### src/rtl/execute_cycle.sv
// Execute stage: operand forwarding, ALU, beq resolution and the E/M pipeline register.
// Redirect (PCSrcE/PCTargetE) is combinational; M outputs follow one cycle later; no stall or flush, captures every cycle.
module execute_cycle (
    input  logic        clk,
    input  logic        rst,
    input  logic        RegWriteE,
    input  logic        ALUSrcE,
    input  logic        MemWriteE,
    input  logic        ResultSrcE,
    input  logic        BranchE,
    input  logic [2:0]  ALUControlE,
    input  logic [31:0] RD1_E,
    input  logic [31:0] RD2_E,
    input  logic [31:0] Imm_Ext_E,
    input  logic [4:0]  RD_E,
    input  logic [4:0]  RS1_E,
    input  logic [4:0]  RS2_E,
    input  logic [31:0] PCE,
    input  logic [31:0] PCPlus4E,
    input  logic [1:0]  ForwardAE,
    input  logic [1:0]  ForwardBE,
    input  logic [31:0] ResultW,
    output logic        PCSrcE,
    output logic [31:0] PCTargetE,
    output logic        RegWriteM,
    output logic        MemWriteM,
    output logic        ResultSrcM,
    output logic [4:0]  RD_M,
    output logic [31:0] ALUResultM,
    output logic [31:0] WriteDataM,
    output logic [31:0] PCPlus4M
);

    logic [31:0] src_a, write_data_e, src_b;
    logic [31:0] alu_result_e, diff;
    logic        ovf, lt, zero_e;

    logic        reg_write_d, reg_write_q;
    logic        mem_write_d, mem_write_q;
    logic        result_src_d, result_src_q;
    logic [4:0]  rd_d, rd_q;
    logic [31:0] alu_result_d, alu_result_q;
    logic [31:0] write_data_d, write_data_q;
    logic [31:0] pc_plus4_d, pc_plus4_q;

    // Forward select 10 takes the result currently held in E/M (previous instruction).
    always_comb begin
        case (ForwardAE)
            2'b01:   src_a = ResultW;
            2'b10:   src_a = alu_result_q;
            default: src_a = RD1_E;
        endcase
        case (ForwardBE)
            2'b01:   write_data_e = ResultW;
            2'b10:   write_data_e = alu_result_q;
            default: write_data_e = RD2_E;
        endcase
        src_b = ALUSrcE ? Imm_Ext_E : write_data_e;
    end

    // Signed less-than from the subtractor: sign of difference corrected by overflow.
    always_comb begin
        diff = src_a + ~src_b + 32'd1;
        ovf  = (src_a[31] != src_b[31]) && (diff[31] != src_a[31]);
        lt   = diff[31] ^ ovf;
        case (ALUControlE)
            3'b000:  alu_result_e = src_a + src_b;
            3'b001:  alu_result_e = diff;
            3'b010:  alu_result_e = src_a & src_b;
            3'b011:  alu_result_e = src_a | src_b;
            3'b101:  alu_result_e = {31'b0, lt};
            default: alu_result_e = 32'd0;
        endcase
        zero_e = (alu_result_e == 32'd0);
    end

    assign PCSrcE    = BranchE & zero_e;
    assign PCTargetE = PCE + Imm_Ext_E;

    always_comb begin
        reg_write_d  = RegWriteE;
        mem_write_d  = MemWriteE;
        result_src_d = ResultSrcE;
        rd_d         = RD_E;
        alu_result_d = alu_result_e;
        write_data_d = write_data_e;
        pc_plus4_d   = PCPlus4E;
    end

    always_ff @(posedge clk or posedge rst) begin
        if (rst) begin
            reg_write_q  <= 1'b0;
            mem_write_q  <= 1'b0;
            result_src_q <= 1'b0;
            rd_q         <= 5'd0;
            alu_result_q <= 32'd0;
            write_data_q <= 32'd0;
            pc_plus4_q   <= 32'd0;
        end else begin
            reg_write_q  <= reg_write_d;
            mem_write_q  <= mem_write_d;
            result_src_q <= result_src_d;
            rd_q         <= rd_d;
            alu_result_q <= alu_result_d;
            write_data_q <= write_data_d;
            pc_plus4_q   <= pc_plus4_d;
        end
    end

    assign RegWriteM  = reg_write_q;
    assign MemWriteM  = mem_write_q;
    assign ResultSrcM = result_src_q;
    assign RD_M       = rd_q;
    assign ALUResultM = alu_result_q;
    assign WriteDataM = write_data_q;
    assign PCPlus4M   = pc_plus4_q;

endmodule

### config.mk
export PLATFORM = sky130hd
export DESIGN_NAME = execute_cycle
export DESIGN_NICKNAME = d
export VERILOG_FILES = /design/src/rtl/execute_cycle.sv
export SDC_FILE = /design/constraint.sdc
export NUM_CORES = 1
export LEC_CHECK = 0
export CORE_MARGIN = 8
export CORE_UTILIZATION = 52
export CTS_BUF_LIST = sky130_fd_sc_hd__clkbuf_16
export CTS_CLUSTER_DIAMETER = 30
export DETAILED_ROUTE_END_ITERATION = 8
export PLACE_DENSITY = 0.89
export SLEW_MARGIN = 0
export SYNTH_ARGS = -nofsm -noshare
export SYNTH_HDL_FRONTEND = slang
export SYNTH_SLANG_ARGS = --single-unit
### constraint.sdc
create_clock -name clk -period 14 [get_ports clk]
set_clock_uncertainty 0.05 [all_clocks]
set_input_delay 2.1 -clock clk [delete_from_list [all_inputs] [get_ports clk]]
set_output_delay 2.1 -clock clk [all_outputs]
set_load 0.05 [all_outputs]
==> results of run 1 <==
## placed cells by master, fill, tap and decap left out, types with 5 or more instances in the layout
cell type / instances
nor4_1: 10
a21oi_1: 137
o211ai_1: 21
nand3_1: 24
diode_2: 6
nor2b_1: 12
a211oi_1: 12
o21a_1: 17
a2111oi_0: 10
o21bai_1: 12
o22ai_1: 14
buf_4: 10
and3_1: 10
nor2_1: 104
a21o_1: 29
o31ai_1: 11
dfrtp_1: 104
xnor2_1: 36
a31oi_1: 15
ha_1: 137
inv_1: 162
nor3_1: 28
a211o_1: 7
xor2_1: 7
clkbuf_16: 9
clkdlybuf4s50_1: 345
nand2b_1: 10
a22oi_1: 67
or3_1: 5
nand2_1: 136
mux2i_1: 5
o21ai_0: 121
## per-stage QoR
step           util, %  setup slack [ns]
6_report          70.9              1.96
3_5_place_dp      69.3              2.26
5_1_grt           70.9              1.44
4_1_cts           70.8              2.24
2_1_floorplan        -              4.55
3_3_place_gp      69.3              2.27
## final cells by class
cell class / count / share of cell area [%]
clock buffer: 9 / 1.53
antenna: 6 / 0.102
tap: 275 / 2.34
clock inverter: 7 / 0.637
sequential: 104 / 17.7
timing repair buffer: 357 / 24.0
inverter: 165 / 4.22
multi-input combinational: 1080 / 49.5
## registers in the layout, indices dropped and copies added (netlist names)
register,cells
PCPlus4M,32
RegWriteM,1
MemWriteM,1
WriteDataM,32
RD_M,5
ResultSrcM,1
ALUResultM,32
## worst max path at each step
stage | from | endpoint | slack, ns | cells past startpoint
after global placement | ForwardBE[0] | PCSrcE | 2.27 | 27
after floorplan | ForwardBE[0] | PCSrcE | 4.55 | 27
after detailed placement | ForwardBE[0] | PCSrcE | 2.26 | 27
after global routing | ForwardBE[0] | PCSrcE | 1.44 | 26
after CTS | ForwardBE[0] | PCSrcE | 2.24 | 27
final | ForwardBE[0] | PCSrcE | 1.96 | 27
## kinds of logic (layout without fill, tap and decap cells)
| kind of cell | after synthesis | after routing | synth area share [%] |
|---|---|---|---|
| xor gates and xnor gates | 43 | 43 | 3.47 |
| AOI/OAI and AO/OA | 520 | 520 | 30.5 |
| adders and majority gates | 142 | 142 | 16.6 |
| and+or+nand+nor | 369 | 369 | 15.7 |
| buffers and inverters | 238 | 538 | 9.07 |
| DFF | 104 | 104 | 24.0 |
| muxes | 6 | 6 | 0.668 |
| other | 0 | 6 | 0 |
## power breakdown
part | internal (µW) | switching [µW]
Combinational | 319 | 577
Clock | 158 | 124
Sequential | 331 | 20.3
Total | 807 | 721
## per-layer routing
metal	vias to the layer above	global-route usage, %	wire [µm]
met5	-	0	0
met4	0	17.2	2300
met3	112	6.40	4380
met2	745	56.1	21700
met1	5728	44.6	18500
li1	5639	-	-
## tightest hold or removal path, delay by kind of cell (launching register included)
kind | cells | cell delay, ns
buf+inv | 1 | 0.04
flops | 1 | 0.36
simple gates | 1 | 0.08
compound gates | 2 | 0.14
==> results.cfg, run 1 <==
[yosys]
yosys_warnings = 0
synth-edff-count = 0
synth.area.top_cells = dfrtp_1, ha_1, a21oi_1
syn_area_um2 = 10900
synth_fp_nets = 1785
synth.most_common_cell = inv_1
synthArstFlopShare_pct = 100
synthFlopType = dfrtp_1
synth_top_cell_area_share_pct = 24.0
syn_area_per_cell_um2 = 7.64
ys_ff_latch = 104
yosysTopAreaCell = dfrtp_1
synthDistinctLibCells = 78
synth_commonest_cells = inv_1, ha_1, a21oi_1, nand2_1, o21ai_0
ys_seq_area_share_pct = 24.0
netlist_instances = 1422

[setup_path]
crit_type = primary input to primary output
worst_ep_arrival_time_ns = 9.89
path_buf_inv = 4
timing.rr.start = ALUResultM[5]
cp.required_ns = 11.85
path_delay_family = compound AO/OA/AOI/OAI gates
worst_setup_path_start_kind = primary input
critical-path-max-stage-delay_ns = 1.03
worstReg2RegEnd = ALUResultM[31]
r2r_cells = 20
cp_slowest_cell = ha_2
crit_fanout = 64
rrSetupSlack_ns = 8.87
cp-end-kind = primary output

[clock_tree]
cts_setup_buffers = 0
clk_latency_ns = 0.36
cts_buffers = 9
cts_htree_levels = 3
postCtsResizedCells = 0
cts_tree = built
hold_buffers = 0
clock-sinks = 104
cts.path.max_buffers = 2
clkTransAtPathRegs_ns = 0.07
cts_root_buf = clkbuf_16

[die]
initial_core_util_pct = 52.3
die_w_um = 161
chipHeight_um = 161
fp-row-count = 53
ios = 358
dieArea_um2 = 25800
coreArea_um2 = 20800

[final_layout]
synthToLayoutAreaGrowth_pct = 35.5
layout-drive-gt1-share_pct = 2.90
post-route-cell-area_um2 = 14700
multiInputGateArea_um2 = 7280
stdcell_count = 2003
n_fill_cell = 1672
seq_area_um2 = 2600
final_nets = 2080

[hold_path]
hold_depth = 4
min_to = WriteDataM[17]
hp-class = register to register
worstHoldStart = ALUResultM[17]

[placement]
dp_hpwl_mm = 37.9
port_buffers = 347
place_area_um2 = 14400
place.gp.congestion = 0.998
place_inst = 1981

[drt]
drc = 0
via_count = 12224
drt_first_iter_violations = 1390
drt-total-wl_mm = 46.9
postRouteAntennaNets = 0
wl_per_cell_um = 23.4
drtPass1Iterations = 6
viasPerCell = 6.10

[power]
power.leakage_uw = 0.00667
ir_drop_v = 0.0000737
fin_total_pwr_uw = 1530
power.density_nw_per_um2 = 104

[timing]
finalSetupViolations = 0
rsz0062_at_grt = false
tightest_slew_ns = 1.12
finalCritPeriodShare_pct = 86.0
finalHoldWorstSlack_ns = 0.612
fin_setup_tns_ns = 0
hold_viol_final = 0
relSlewSlack_pct = 23.7
fin_crit_ns = 12.04
max_freq_mhz = 83.0
slew_viol_final = 0

[grt]
grt_pass1_wl_mm = 70.7
grt_max_degree = 89
grt_use_total_pct = 35.0
grt_pass1_vias = 11590
gr-total-overflow = 0
antenna_found_initial = 6

[flow_run]
maxCapViolCount = 0

[run_status]
outcome = finished, final reports clean
(Power assumes the default switching activity.)
==> inputs of run 2 (changes only) <==
--- a/config.mk
+++ b/config.mk
@@ -6,11 +6,11 @@
 export NUM_CORES = 1
 export LEC_CHECK = 0
 export CORE_MARGIN = 8
-export CORE_UTILIZATION = 52
+export CORE_UTILIZATION = 48
 export CTS_BUF_LIST = sky130_fd_sc_hd__clkbuf_16
 export CTS_CLUSTER_DIAMETER = 30
 export DETAILED_ROUTE_END_ITERATION = 8
-export PLACE_DENSITY = 0.89
+export PLACE_DENSITY = 0.83
 export SLEW_MARGIN = 0
 export SYNTH_ARGS = -nofsm -noshare
 export SYNTH_HDL_FRONTEND = slang
==> constraint.sdc (replaced) <==
create_clock -name clk -period 13.1 [get_ports clk]
set_clock_uncertainty 0.05 [all_clocks]
set_input_delay 1.965 -clock clk [delete_from_list [all_inputs] [get_ports clk]]
set_output_delay 1.965 -clock clk [all_outputs]
set_load 0.05 [all_outputs]
==> results.cfg, run 2 (synthesized netlist as in run 1, its figures left out) <==
[run_status]
outcome = finished, final reports clean

[power]
ir_drop_v = 0.0000691
switching_power_uw = 771
pwr-share-seq_pct = 23.0
power.density_nw_per_um2 = 111
p_comb_share_pct = 58.7
intPower_uw = 864
power.leakage_uw = 0.00669
swShare_pct = 47.2
pwr-share-clk_pct = 18.3

[final_layout]
final_nets = 2083
post-route-cell-area_um2 = 14800
layout-drive-gt1-share_pct = 3.07
final_cell_mix = clkdlybuf4s50_1, inv_1, a21oi_1, ha_1, nand2_1
final_common_cell = clkdlybuf4s50_1
stdcell_count = 2019
synthToLayoutAreaGrowth_pct = 35.9

[drt]
dr_wl_met3_mm = 4.28
top_layer_used = met4
drtPass1Iterations = 8
drt-total-wl_mm = 47.1
met1Wirelength_mm = 18.9
postRouteAntennaNets = 0
viasPerCell = 5.99
drt_first_iter_violations = 1487
wl_met2_mm = 22.1
drc = 0
wl_per_cell_um = 23.3
via_count = 12085

[setup_path]
cp-end-kind = primary output
worst_ep_arrival_time_ns = 9.48
cp_slowest_cell = clkdlybuf4s50_1
rrSetupSlack_ns = 7.85
worst_setup_path_start_kind = primary input
critical-path-max-stage-delay_ns = 0.85
path_buf_inv = 4
crit_type = primary input to primary output
path_delay_family = compound AO/OA/AOI/OAI gates
cp.required_ns = 11.09
crit_fanout = 18

[clock_tree]
postCtsResizedCells = 0
cts.path.max_buffers = 2
cts_setup_buffers = 0
cts_buffers = 9
hold_buffers = 0
cts_root_buf = clkbuf_16
cts_tree = built
cts_htree_levels = 3
clock-sinks = 104
clk_latency_ns = 0.36
clkTransAtPathRegs_ns = 0.07

[placement]
place.gp.congestion = 0.977
dp_hpwl_mm = 38.6
dp_slack_ns = 1.79
place_inst = 1994
port_buffers = 347
place_area_um2 = 14400

[die]
fp-row-count = 55
chipHeight_um = 166
dieArea_um2 = 27700
die_w_um = 166
initial_core_util_pct = 48.4
ios = 358
coreArea_um2 = 22400

[grt]
gr-total-overflow = 0
grt_use_total_pct = 32.2
grt_max_degree = 71
grt_pass1_wl_mm = 69.3
grt_pass1_vias = 11278
antenna_found_initial = 9

[timing]
max_freq_mhz = 87.0
relSlewSlack_pct = 37.1
rsz0062_at_grt = false
fin_crit_ns = 11.49
hold_viol_final = 0
tightest_slew_ns = 0.934
finalHoldWorstSlack_ns = 0.628
finalSetupViolations = 0
fin_setup_tns_ns = 0
finalCritPeriodShare_pct = 87.7
fin_ws_ns = 1.61
slew_viol_final = 0

[flow_run]
maxCapViolCount = 0

[hold_path]
hp-class = register to register
==> run 2: cell types whose count changed in the layout (fill, tap and decap cells not counted), sizes merged <==
| cell | before | now |
|---|---|---|
| diode | 6 | 9 |
| buf | 12 | 15 |
==> run 2: cell type report <==
class / count / area [µm²]
repair buffers: 360 / 3560
multi-input cells: 1080 / 7280
clock buffers: 9 / 225
diodes: 9 / 22.5
clock inverters: 7 / 93.8
well taps: 285 / 357
inverters: 165 / 622
flip-flops and latches: 104 / 2600
fillers: 1929 / 7670
==> run 2: path summary, 6_finish.rpt <==
| kind | startpoint | endpoint | cells past startpoint |
|---|---|---|---|
| min in group asynchronous | rst | PCPlus4M[23] | 2 |
| max in group asynchronous | rst | ALUResultM[1] | 3 |
| hold reg to reg | ALUResultM[6] | WriteDataM[6] | 4 |
| hold / removal | ALUResultM[6] | WriteDataM[6] | 4 |
| setup / recovery | ForwardBE[1] | PCSrcE | 29 |
| setup reg to reg | ALUResultM[2] | ALUResultM[31] | 21 |
==> run 2: stage by stage <==
| stage | total power, µW | util [%] |
|---|---|---|
| 4_1_cts | 1620 | 65.7 |
| 3_5_place_dp | 1320 | 64.3 |
| 2_1_floorplan | 998 | - |
| 3_3_place_gp | 1310 | 64.3 |
| 5_1_grt | 1710 | 65.8 |
| 6_report | 1640 | 65.8 |
==> run 2: routing by layer <==
metal / track usage, % / vias up
met2: 52.7 / 660
li1: - / 5649
met5: 0 / -
met3: 6.88 / 84
met4: 14.5 / 0
met1: 40.3 / 5692
==> run 2: worst reg2reg max path: stages, from the launching register on <==
cell and delay [ns]:
dfrtp_1 0.39, a22oi_1 0.10, nor2_1 0.16, a21oi_1 0.07
o21ai_0 0.56, inv_1 0.17, ha_1 0.31, or2_2 0.31
o211ai_1 0.25, nand3_1 0.21, a22oi_2 0.31, a31oi_1 0.21
o21ai_0 0.48, nand2_1 0.15, a21oi_1 0.16, o21ba_2 0.14
o21bai_1 0.08, fa_1 0.44, nand3_1 0.08, a21oi_1 0.08
a21oi_1 0.13, nand3_1 0.22
==> run 2: power groups by stage <==
stage | Clock, µW | Sequential, µW | Combinational [µW]
floorplan | 0 | 496 | 501
global placement | 0 | 379 | 930
detailed placement | 0 | 381 | 939
CTS | 302 | 374 | 944
global route | 316 | 378 | 1020
finish | 299 | 376 | 960
==> inputs of run 3 (changes only) <==
--- a/config.mk
+++ b/config.mk
@@ -5,7 +5,7 @@
 export SDC_FILE = /design/constraint.sdc
 export NUM_CORES = 1
 export LEC_CHECK = 0
-export CORE_MARGIN = 8
+export CORE_MARGIN = 2
 export CORE_UTILIZATION = 48
 export CTS_BUF_LIST = sky130_fd_sc_hd__clkbuf_16
 export CTS_CLUSTER_DIAMETER = 30
==> results.cfg, run 3 (synthesized netlist as in run 1, its figures left out) <==
[setup_path]
crit_type = primary input to primary output
worst_setup_path_start_kind = primary input
cp-end-kind = primary output
rrSetupSlack_ns = 7.94
cp_slowest_cell = clkdlybuf4s50_1
timing.rr.start = ALUResultM[6]
cp.required_ns = 11.09
critical-path-max-stage-delay_ns = 0.87
crit_start = ForwardBE[0]
worstReg2RegEnd = ALUResultM[31]
worst_ep_arrival_time_ns = 9.45
r2r_cells = 20
crit_fanout = 32

[final_layout]
layout-drive-gt1-share_pct = 3.07
final_nets = 2083
final_cell_mix = clkdlybuf4s50_1, inv_1, a21oi_1, ha_1, nand2_1
seq_area_um2 = 2600
n_fill_cell = 1968
n_antenna_cell = 0
multiInputGateArea_um2 = 7280
stdcell_count = 2010
final_core_util_pct = 65.6
final_common_cell = clkdlybuf4s50_1
synthToLayoutAreaGrowth_pct = 35.5

[clock_tree]
postCtsResizedCells = 0
hold_buffers = 0
cts_tree = built
clkTransAtPathRegs_ns = 0.08
clock-sinks = 104
cts_buffers = 9
cts_setup_buffers = 0
clk_latency_ns = 0.37
cts_htree_levels = 3
cts_root_buf = clkbuf_16
cts.path.max_buffers = 2

[drt]
viasPerCell = 6.05
drtPass1Iterations = 6
via_count = 12152
wl_per_cell_um = 22.5
postRouteAntennaNets = 0
drc = 0
drt_first_iter_violations = 1298
drt-total-wl_mm = 45.2

[hold_path]
hp-class = register to register
worstHoldStart = ALUResultM[19]
min_to = WriteDataM[19]
hold_depth = 4

[timing]
fin_crit_ns = 11.47
hold_viol_final = 0
slew_viol_final = 0
finalCritPeriodShare_pct = 87.5
finalSetupViolations = 0
max_freq_mhz = 87.2
fin_setup_tns_ns = 0
fin_ws_ns = 1.63
relSlewSlack_pct = 37.0
finalHoldWorstSlack_ns = 0.639
rsz0062_at_grt = false
tightest_slew_ns = 0.943

[die]
initial_core_util_pct = 48.4
ios = 358
coreArea_um2 = 22400
dieArea_um2 = 23800
die_w_um = 154
chipHeight_um = 154
fp-row-count = 55

[grt]
grt_pass1_vias = 11583
grt_use_total_pct = 36.7
antenna_found_initial = 0
gr-total-overflow = 0
grt_max_degree = 60
grt_pass1_wl_mm = 67.7

[power]
ir_drop_v = 0.0000740
power.density_nw_per_um2 = 110
power.leakage_uw = 0.00668

[placement]
port_buffers = 347
place_inst = 1994
place.gp.congestion = 1.02
dp_slack_ns = 1.85
dp_hpwl_mm = 36.8

[run_status]
outcome = finished, final reports clean

[flow_run]
maxCapViolCount = 0
-- run 3: area by class of cell --
type	instances	share of cell area, %
Clock buffer	9	1.53
Inverter	165	4.23
Timing Repair Buffer	360	24.2
Sequential cell	104	17.7
Multi-Input combinational cell	1080	49.5
Tap cell	285	2.42
Clock inverter	7	0.485
-- run 3: worst max path at each step --
stage / endpoint / slack [ns] / cells past startpoint
5_1_grt: PCSrcE / 1.23 / 28
6_report: PCSrcE / 1.63 / 29
3_5_place_dp: PCSrcE / 1.85 / 29
2_1_floorplan: PCSrcE / 3.92 / 27
3_3_place_gp: PCSrcE / 1.92 / 29
4_1_cts: PCSrcE / 1.83 / 29
-- run 3: routing by layer --
metal / part of all wire (%) / vias up / global-route usage [%]
met5: 0 / - / 0
met4: 3.8 / 0 / 13.9
met3: 9.1 / 84 / 5.49
met2: 46 / 675 / 60.9
met1: 41 / 5756 / 48.5
li1: - / 5637 / -
-- run 3: critical path, delay by kind of cell --
kind | cells | cell delay [ns]
fa+ha+maj | 3 | 1.38
compound gates | 12 | 2.46
simple gates | 11 | 2.21
buf+inv | 3 | 1.41
-- run 3: through the flow --
step                      power [µW]  area (µm²)
final                           1620       14700
after global routing            1690       14700
after CTS                       1600       14700
after detailed placement        1320       14400
after global placement          1310       14400
after floorplan                  998       10900
-- run 3: report_power, final --
part           internal [µW]  switching, µW
Sequential               354           21.4
Clock                    149            133
Combinational            341            619
Total                    844            773
